$ cat src/rtl/relay_seq_pkg.sv
// Purpose : shared phase indices, cycle-length codes and FSM states for the relay phase sequencer.
// Latency : n/a (package: constants, types and one pure decode function).
// Backpressure : n/a.
package relay_seq_pkg;

  // Phase indices. P is not a phase, so Q..T sit directly after O.
  localparam logic [4:0] PH_A = 5'd0;
  localparam logic [4:0] PH_B = 5'd1;
  localparam logic [4:0] PH_C = 5'd2;
  localparam logic [4:0] PH_D = 5'd3;
  localparam logic [4:0] PH_E = 5'd4;
  localparam logic [4:0] PH_F = 5'd5;
  localparam logic [4:0] PH_G = 5'd6;
  localparam logic [4:0] PH_H = 5'd7;
  localparam logic [4:0] PH_I = 5'd8;
  localparam logic [4:0] PH_J = 5'd9;
  localparam logic [4:0] PH_K = 5'd10;
  localparam logic [4:0] PH_L = 5'd11;
  localparam logic [4:0] PH_M = 5'd12;
  localparam logic [4:0] PH_N = 5'd13;
  localparam logic [4:0] PH_O = 5'd14;
  localparam logic [4:0] PH_Q = 5'd15;
  localparam logic [4:0] PH_R = 5'd16;
  localparam logic [4:0] PH_S = 5'd17;
  localparam logic [4:0] PH_T = 5'd18;

  // Terminal index used until the length code is known (fetch-only, 8 phases).
  localparam logic [4:0] TERM_DEFAULT = PH_H;

  // Cycle-length codes supplied by the control decoder.
  typedef enum logic [2:0] {
    CL_8  = 3'd0,
    CL_10 = 3'd1,
    CL_12 = 3'd2,
    CL_14 = 3'd3,
    CL_19 = 3'd4
  } cyc_len_e;

  typedef struct packed {
    logic [4:0] term;  // index of the last phase of the instruction
    logic       err;   // code was not a legal length
  } term_t;

  // Map a length code to the index of the instruction's last phase.
  // Illegal codes fall back to the fetch-only length and flag an error.
  function automatic term_t len_to_term(input logic [2:0] code);
    term_t r;
    r.err  = 1'b0;
    r.term = TERM_DEFAULT;
    case (cyc_len_e'(code))
      CL_8:    r.term = PH_H;
      CL_10:   r.term = PH_J;
      CL_12:   r.term = PH_L;
      CL_14:   r.term = PH_N;
      CL_19:   r.term = PH_T;
      default: begin
        r.term = TERM_DEFAULT;
        r.err  = 1'b1;
      end
    endcase
    return r;
  endfunction

  typedef enum logic [1:0] {
    ST_IDLE = 2'd0,
    ST_RUN  = 2'd1,
    ST_STEP = 2'd2
  } seq_state_e;

endpackage

$ cat src/rtl/relay_phase_sequencer_dwell.sv
// Purpose : 8-bit dwell counter 0..DWELL_CYCLES-1 with enable/clear; tc marks the last clock of a phase.
// Latency : tc is combinational from the count, asserted in the final dwell clock.
// Backpressure : none; clr has priority over en, and the count holds while en is low.
//
// Ports: clk, rst_n (async active-low), en (count), clr (force zero), tc (terminal-count strobe).
module relay_dwell_timer #(
  parameter int DWELL_CYCLES = 4
) (
  input  logic clk,
  input  logic rst_n,
  input  logic en,
  input  logic clr,
  output logic tc
);

  localparam logic [7:0] LAST = 8'(DWELL_CYCLES - 1);

  logic [7:0] count;

  assign tc = en && (count == LAST);

  always_ff @(posedge clk or negedge rst_n) begin
    if (!rst_n) begin
      count <= 8'd0;
    end else if (clr) begin
      count <= 8'd0;
    end else if (en) begin
      count <= (count == LAST) ? 8'd0 : count + 8'd1;
    end
  end

endmodule

$ cat src/rtl/relay_phase_sequencer.sv
// Purpose : sequences one-hot relay phases A..T with run/step/halt control and decoder-selected length.
// Latency : phase A one clock after a start request; each phase lasts DWELL_CYCLES clocks.
// Backpressure : none; halt_req defers stop to the instruction boundary, never truncating an instruction.
//
// Ports:
//   clk, rst_n        clock, async active-low reset
//   run               level: free-run instructions
//   step              rising edge: execute one instruction
//   halt_req          stop at the next instruction boundary
//   cyc_len[2:0]      length code, sampled on the exit from FETCH_LAST
//   phase[18:0]       one-hot phase (bit15 = Q, P is skipped)
//   phase_idx[4:0]    binary index of the active phase
//   phase_adv         first clock of each new phase
//   instr_done        last clock of the last phase of an instruction
//   halted            high while idle
//   len_err           sticky illegal length code seen
module relay_phase_sequencer
  import relay_seq_pkg::*;
#(
  parameter int NUM_PHASES   = 19,
  parameter int DWELL_CYCLES = 4,
  parameter int FETCH_LAST   = 7
) (
  input  logic                  clk,
  input  logic                  rst_n,
  input  logic                  run,
  input  logic                  step,
  input  logic                  halt_req,
  input  logic [2:0]            cyc_len,
  output logic [NUM_PHASES-1:0] phase,
  output logic [4:0]            phase_idx,
  output logic                  phase_adv,
  output logic                  instr_done,
  output logic                  halted,
  output logic                  len_err
);

  localparam logic [4:0] FETCH_IDX = 5'(FETCH_LAST);
  localparam logic [NUM_PHASES-1:0] ONE = {{(NUM_PHASES-1){1'b0}}, 1'b1};

  seq_state_e state_q, state_d;
  logic [4:0] idx_q, idx_d;
  logic [4:0] term_q, term_d;
  logic       adv_q, adv_d;
  logic       halt_pend_q, halt_pend_d;
  logic       len_err_q, len_err_d;
  logic       step_q;

  logic       active;
  logic       tc;
  logic       step_rise;
  logic       at_fetch_last;
  logic [4:0] eff_term;
  logic       last_phase;
  term_t      lt;

  assign active    = (state_q != ST_IDLE);
  assign step_rise = step && !step_q;

  relay_dwell_timer #(
    .DWELL_CYCLES(DWELL_CYCLES)
  ) u_dwell (
    .clk  (clk),
    .rst_n(rst_n),
    .en   (active),
    .clr  (!active),
    .tc   (tc)
  );

  // The length is decided in the same clock that leaves FETCH_LAST, so the
  // terminal compare there must use the freshly decoded value: an 8-phase
  // instruction ends on that very advance.
  assign lt            = len_to_term(cyc_len);
  assign at_fetch_last = (idx_q == FETCH_IDX);
  assign eff_term      = at_fetch_last ? lt.term : term_q;
  assign last_phase    = active && tc && (idx_q == eff_term);

  always_comb begin
    state_d     = state_q;
    idx_d       = idx_q;
    term_d      = term_q;
    adv_d       = 1'b0;
    halt_pend_d = halt_pend_q;
    len_err_d   = len_err_q;

    case (state_q)
      ST_IDLE: begin
        idx_d       = PH_A;
        term_d      = TERM_DEFAULT;
        halt_pend_d = 1'b0;
        // A halt request in the same clock blocks any start; run wins over step.
        if (!halt_req) begin
          if (run) begin
            state_d = ST_RUN;
            adv_d   = 1'b1;
          end else if (step_rise) begin
            state_d = ST_STEP;
            adv_d   = 1'b1;
          end
        end
      end

      ST_RUN, ST_STEP: begin
        if (halt_req) begin
          halt_pend_d = 1'b1;
        end
        if (tc) begin
          if (at_fetch_last) begin
            term_d = lt.term;
            if (lt.err) begin
              len_err_d = 1'b1;
            end
          end
          if (idx_q == eff_term) begin
            // Instruction boundary: a halt raised in this last clock still counts.
            idx_d       = PH_A;
            term_d      = TERM_DEFAULT;
            halt_pend_d = 1'b0;
            if (state_q == ST_RUN && run && !halt_pend_q && !halt_req) begin
              adv_d = 1'b1;
            end else begin
              state_d = ST_IDLE;
            end
          end else begin
            idx_d = idx_q + 5'd1;
            adv_d = 1'b1;
          end
        end
      end

      default: begin
        state_d = ST_IDLE;
        idx_d   = PH_A;
      end
    endcase
  end

  always_ff @(posedge clk or negedge rst_n) begin
    if (!rst_n) begin
      state_q     <= ST_IDLE;
      idx_q       <= PH_A;
      term_q      <= TERM_DEFAULT;
      adv_q       <= 1'b0;
      halt_pend_q <= 1'b0;
      len_err_q   <= 1'b0;
      step_q      <= 1'b0;
    end else begin
      state_q     <= state_d;
      idx_q       <= idx_d;
      term_q      <= term_d;
      adv_q       <= adv_d;
      halt_pend_q <= halt_pend_d;
      len_err_q   <= len_err_d;
      step_q      <= step;
    end
  end

  assign phase      = active ? (ONE << idx_q) : '0;
  assign phase_idx  = idx_q;
  assign phase_adv  = adv_q;
  assign instr_done = last_phase;
  assign halted     = !active;
  assign len_err    = len_err_q;

endmodule

$ cat config.mk
export PLATFORM = sky130hd
export DESIGN_NAME = relay_phase_sequencer
export DESIGN_NICKNAME = d
export VERILOG_FILES = /design/src/rtl/relay_seq_pkg.sv /design/src/rtl/relay_phase_sequencer_dwell.sv /design/src/rtl/relay_phase_sequencer.sv
export SDC_FILE = /design/constraint.sdc
export NUM_CORES = 1
export LEC_CHECK = 0
export ABC_AREA = 0
export CAP_MARGIN = 20
export CORE_AREA = 2 2 70 72
export DETAILED_ROUTE_END_ITERATION = 16
export DIE_AREA = 0 0 72 74
export HOLD_SLACK_MARGIN = 0.05
export MAX_ROUTING_LAYER = met4
export PLACE_DENSITY = 0.61
export SLEW_MARGIN = 5
export SYNTH_ARGS = -nofsm -noshare
export SYNTH_HDL_FRONTEND = slang
export SYNTH_HIERARCHICAL = 1
export SYNTH_SLANG_ARGS = --single-unit
$ cat constraint.sdc
create_clock -name clk -period 5.87 [get_ports clk]
set_clock_uncertainty 0.2 [all_clocks]
set_input_delay 0.8805 -clock clk [delete_from_list [all_inputs] [get_ports clk]]
set_output_delay 0.8805 -clock clk [all_outputs]
set_load 0.05 [all_outputs]
Yosys cells after proc, flatten, opt, wreduce, memory -nomap -nowiden
Cells that the tools add are included.

storage, ports and cells
  register bits = 24
  latch bits = 0
  RAM bits = 0
  memory bits (read-only) = 0
  input bits = 8
  output and inout port bits = 28
  logic and storage cells = 75
  memories = 0

operators by class
  add/subtract/negate cells = 2
  multipliers = 0
  div/mod/pow operators = 0
  order comparisons = 0
  equality and inequality tests = 14
  shift operators = 1
  multiplexer cells = 29
  bitwise gates (word level) = 1
  reduce and logical (&&, ||, !) cells = 20

operators with widths
  cell                                              number
  2-to-1 mux 5 bit                                  6
  one-hot mux 5 bit (4 select lines)                1
  2-to-1 mux 19 bit                                 1
  left shift 1 x 5 -> 19 bit, first input constant  1
  2-to-1 mux 8 bit                                  2
  2-to-1 mux 2 bit                                  6
  one-hot mux 5 bit (2 select lines)                1
  2-to-1 mux 1 bit                                  9
  adder 8 x 1 -> 8 bit, second input constant       1
  == test 8 x 2 -> 1 bit, second input constant     1
  inequality test 2 bit, second input constant      4
  logical AND 1 bit                                 7
  == test 3 x 2 -> 1 bit, second input constant     2
  adder 5 x 1 -> 5 bit, second input constant       1
  == test 5 x 3 -> 1 bit, second input constant     1
  == test 5 bit                                     1
  AND reduction 5 bit                               1
  OR reduction 5 bit                                1
  logical NOT 1 bit                                 4
  one-hot mux 1 bit (2 select lines)                2
  one-hot mux 2 bit (2 select lines)                1
  AND reduction 4 bit                               1
  nonzero test 2 bit                                2
  == test 3 x 1 -> 1 bit, second input constant     1
  other kinds (9)                                   9

Depth between registers and ports, before layout
  depth after elaboration = 8
  depth in mapped cells = 9
  depth with buffers taken out = 8

Cells and area by module
Netlist, hierarchy kept.

by module, submodules not included
  module                 times used  cells an instance  area each (um^2)  sequential area each (um^2)
  relay_phase_sequencer  1           172                1323.8            404.1
  relay_dwell_timer      1           48                 439.2             200.2

Worst setup path before layout
OpenSTA, ideal clock, no wires.

  path kind = register to output
  start point = register idx_q[0], in the netlist phase_idx[0]
  end point = output port instr_done
  data arrival time = 3559 ps
  required time = 4790 ps
  slack = 1231 ps
  cell stages (with the launch flop) = 9
  buffers on the path = 2
  path through = dfrtp_1 ha_1 and4bb_4 mux2i_4 xnor2_1 or4_4 buf_6 clkbuf_1 nor3_1

on the way
  cells in the longest elaborated chain, start to end = 4

RTL lines
  item                    RTL line                      text
  start, declared         relay_phase_sequencer.sv:42   logic [4:0] idx_q, idx_d;
  start signal, assigned  relay_phase_sequencer.sv:149  idx_q <= idx_d;
  == test 5 x 3 -> 1 bit  relay_phase_sequencer.sv:74   assign at_fetch_last = (idx_q == FETCH_IDX);
  2-to-1 mux 5 bit        --
  == test 5 bit (*)       relay_phase_sequencer.sv:76   assign last_phase = active && tc && (idx_q == eff_term);
  logical AND 1 bit (*)   relay_phase_sequencer.sv:76
  end, declared           relay_phase_sequencer.sv:33   output logic instr_done,

Mark *: on every way between the ends. The rest lies on a longest branch, timed or not.

Worst setup path after layout
  start point = input port cyc_len[0]
  end point = output port instr_done

on the way
  cells in the longest elaborated chain, start to end = 5
  elaborated cells between the ends (all ways) = 8
  those cells by class = eq/ne: 5; mux: 2; reduce/logical: 1

RTL lines
  item                                         RTL line                     text
  start, declared                              relay_phase_sequencer.sv:29  input logic [2:0] cyc_len,
  == test 3 bit, or another cell as far along  relay_seq_pkg.sv:50          case (cyc_len_e'(code))
  one-hot mux 5 bit (4 select lines) (*)       relay_seq_pkg.sv:50
  2-to-1 mux 5 bit (*)                         --
  == test 5 bit (*)                            relay_phase_sequencer.sv:76
  logical AND 1 bit (*)                        relay_phase_sequencer.sv:76

Marks and branches as above.

==> out/results.tsv <==
stage	metric	value	unit
outcome	status	completed	
route	first_iter_violations	126	
critical_path	worstPathRequired	4.79	ns
floorplan	dieArea	0.00533	mm^2
clock_network	path_clk_slew	0.08	ns
flow_run	cap_violations	0	
timing	tightest_slew	0.639	ns
clock_network	cts_resized	0	
timing	finalMaxSlewViolations	0	
clock_network	clock_latency	0.27	ns
timing	min_period	4.60	ns
global_route	antenna_found_initial	0	
yosys	yosysWarningCount	6	
yosys	synthAdderAreaFrac	7.81	%
floorplan	die_x	72	um
route	vias	1643	
yosys	synth_seq_cells	24	
timing	finalSetupTns	0	ns
place	globalplace.congestion	0.787	
place	io_buffers	35	
finish	layout-drive-gt1-share	6.80	%
finish	fin_nets	270	
critical_path	startpoint_type	primary input	
clock_network	cts_buffers	3	
yosys	synth.area.mux_share	1.85	%
finish	final_util	48.1	%
yosys	seq_area_frac_synth	34.3	%
place	dpl.cell_count	300	
floorplan	num_rows	25	
global_route	grt_usage	17.7	%
yosys	synth_compound_area_share	15.9	%
yosys	synthFlopType	dfrtp_1	
critical_path	critical_path.max_fanout	16	
global_route	grt_pass1_vias	1578	
critical_path	worstSetupPathType	in2out	
critical_path	worst_ep_arrival_time	3.52	ns
yosys	synth_top_family_by_area	simple AND/OR/NAND/NOR gates	
finish	layout_common_cells	35 x clkdlybuf4s50_1, 30 x nor2_1, 27 x nand2_1	
timing	slew_headroom	57.4	%
timing	worst_slack	1.27	ns
floorplan	coreArea	0.00460	mm^2
yosys	synth-edff-count	0	
floorplan	die_h	74	um
clock_network	hold_buffers	0	
route	viasPerCell	5.40	
finish	final_common_cell	clkdlybuf4s50_1	
global_route	grt-ovfl-total	0	
finish	fillers	483	
yosys	synthArstFlopShare	100	%
clock_network	cts_tree	built	
yosys	mappedNetlistNets	239	
timing	final_hold_viol_count	0	
clock_network	clk_path_buf_depth	2	
floorplan	ios	36	
worst_hold_path	hold_path_class	reg2reg	
pwr	total_power	633	uW
yosys	synth_cell_types	42	
place	place_worst_setup_slack	1.28	ns
yosys	avgSynthCellArea	8.01	um^2
route	drc	0	
timing	fmax	0.217	GHz
critical_path	worstSetupEndpointType	output pin	
pwr	power.density	286	mW/mm^2
clock_network	post_cts_buffers	0	
timing	post-route-period-util	78.4	%
global_route	grt_pass1_wl	7330	um
yosys	synth-xor-area-share	4.97	%
route	routed_wirelength	4130	um
route	ant_nets	0	
finish	area_growth	25.4	%
yosys	syn-cell-area	0.00176	mm^2
pwr	ir_drop	207	uV
pwr	leakage	0.000847	uW
timing	setup_violations	0	
route	wire_per_inst	13.6	um
timing	rsz0062_at_grt	false	
finish	final_cells	304	
floorplan	initial_core_util	38.3	%
clock_network	cts_htree_levels	1	
clock_network	root_buffer	clkbuf_8	
place	dp_hpwl	2920	um
finish	antenna_cells	0	
yosys	synthSimpleGateAreaFrac	29.7	%
route	dr.pass1.iters	5	
yosys	synth_cells	220	
clock_network	clock_sinks	24	
global_route	grt_max_degree	25	
## power breakdown
part / total (uW) / internal (uW) / switching (uW)
clock: 147 / 91.2 / 55.7
combinational: 260 / 96.2 / 163
sequential: 227 / 200 / 26.9
## kinds of logic (layout without fill, tap and decap cells)
kind of cell / after synthesis / after routing
adder cells (fa/ha/maj): 11 / 11
buffers and inverters: 22 / 52
flip-flops: 24 / 24
multiplexers: 2 / 2
AO/OA/AOI/OAI: 46 / 46
AND/OR/NAND/NOR: 105 / 105
XOR/XNOR: 10 / 10
## layer usage
layer	part of all wire (%)	GRT usage (%)	vias up
met4	0.73	4.19	0
met2	47	27.9	23
met1	50	24.7	795
met5	0	-	-
li1	-	-	821
met3	2.1	1.63	4
## sequential cells by signal, summed over array words and instances, names as in the netlist
name           count
state_q            2
len_err            1
phase_idx          5
term_q             5
halt_pend_q        1
u_dwell/count      8
step_q             1
phase_adv          1
## metrics by stage
stage | hold slack (ns) | instance area [um^2]
finish | 0.270 | 2210
global route | 0.326 | 2210
CTS | 0.280 | 2210
detailed placement | 0.257 | 2140
global placement | 0.253 | 2140
floorplan | 0.292 | 1760
## critical path, cell delays in order
cell             delay, ns
clkdlybuf4s50_1       0.49
xor2_1                0.17
o21ai_0               0.22
a21oi_1               0.10
or4_4                 0.66
nor3_1                0.17
clkdlybuf4s50_1       0.83
## final timing paths
path,startpoint,end,slack (ns),cells after the start
min in group asynchronous,rst_n,phase_idx[3],0.77,2
setup reg to reg,phase_idx[1],state_q[1],2.91,7
hold reg to reg,len_err,len_err,0.27,2
hold / removal,len_err,len_err,0.27,2
setup / recovery,cyc_len[0],instr_done,1.27,7
max in group asynchronous,rst_n,term_q[1],4.41,2
## layout make-up
class / count / area, um^2 / share of cell area, %
multi-input combinational: 174 / 1060 / 48.0
sequential: 24 / 604 / 27.3
timing repair buffer: 37 / 365 / 16.5
tap: 54 / 67.6 / 3.06
clock buffer: 3 / 41.3 / 1.87
inverter: 11 / 41.3 / 1.87
clock inverter: 1 / 30.0 / 1.36
## synth_stat cells, drive strengths merged, types with 2 or more instances
library cell,count,share of area [%]
xor2,3,1.5
a31oi,2,0.71
ha,11,7.8
nor2b,4,1.4
or2,2,0.71
o31ai,3,1.3
buf,2,1.3
clkbuf,9,1.9
nand2,27,5.7
nand3,12,3.7
mux2i,2,1.8
nor2,30,6.4
nand2b,5,1.8
nor3,10,2.8
dfrtp,21,30
a21oi,8,2.3
xnor2,7,3.5
a211o,2,0.99
or3,2,0.71
nand3b,2,0.85
a21boi,3,1.3
dfstp,3,4.5
nor4b,3,1.5
o21ai,19,5.4
o22ai,3,1.1
and3,3,1.1
inv,11,2.3
Note: power is estimated with default switching activity, not from simulation.
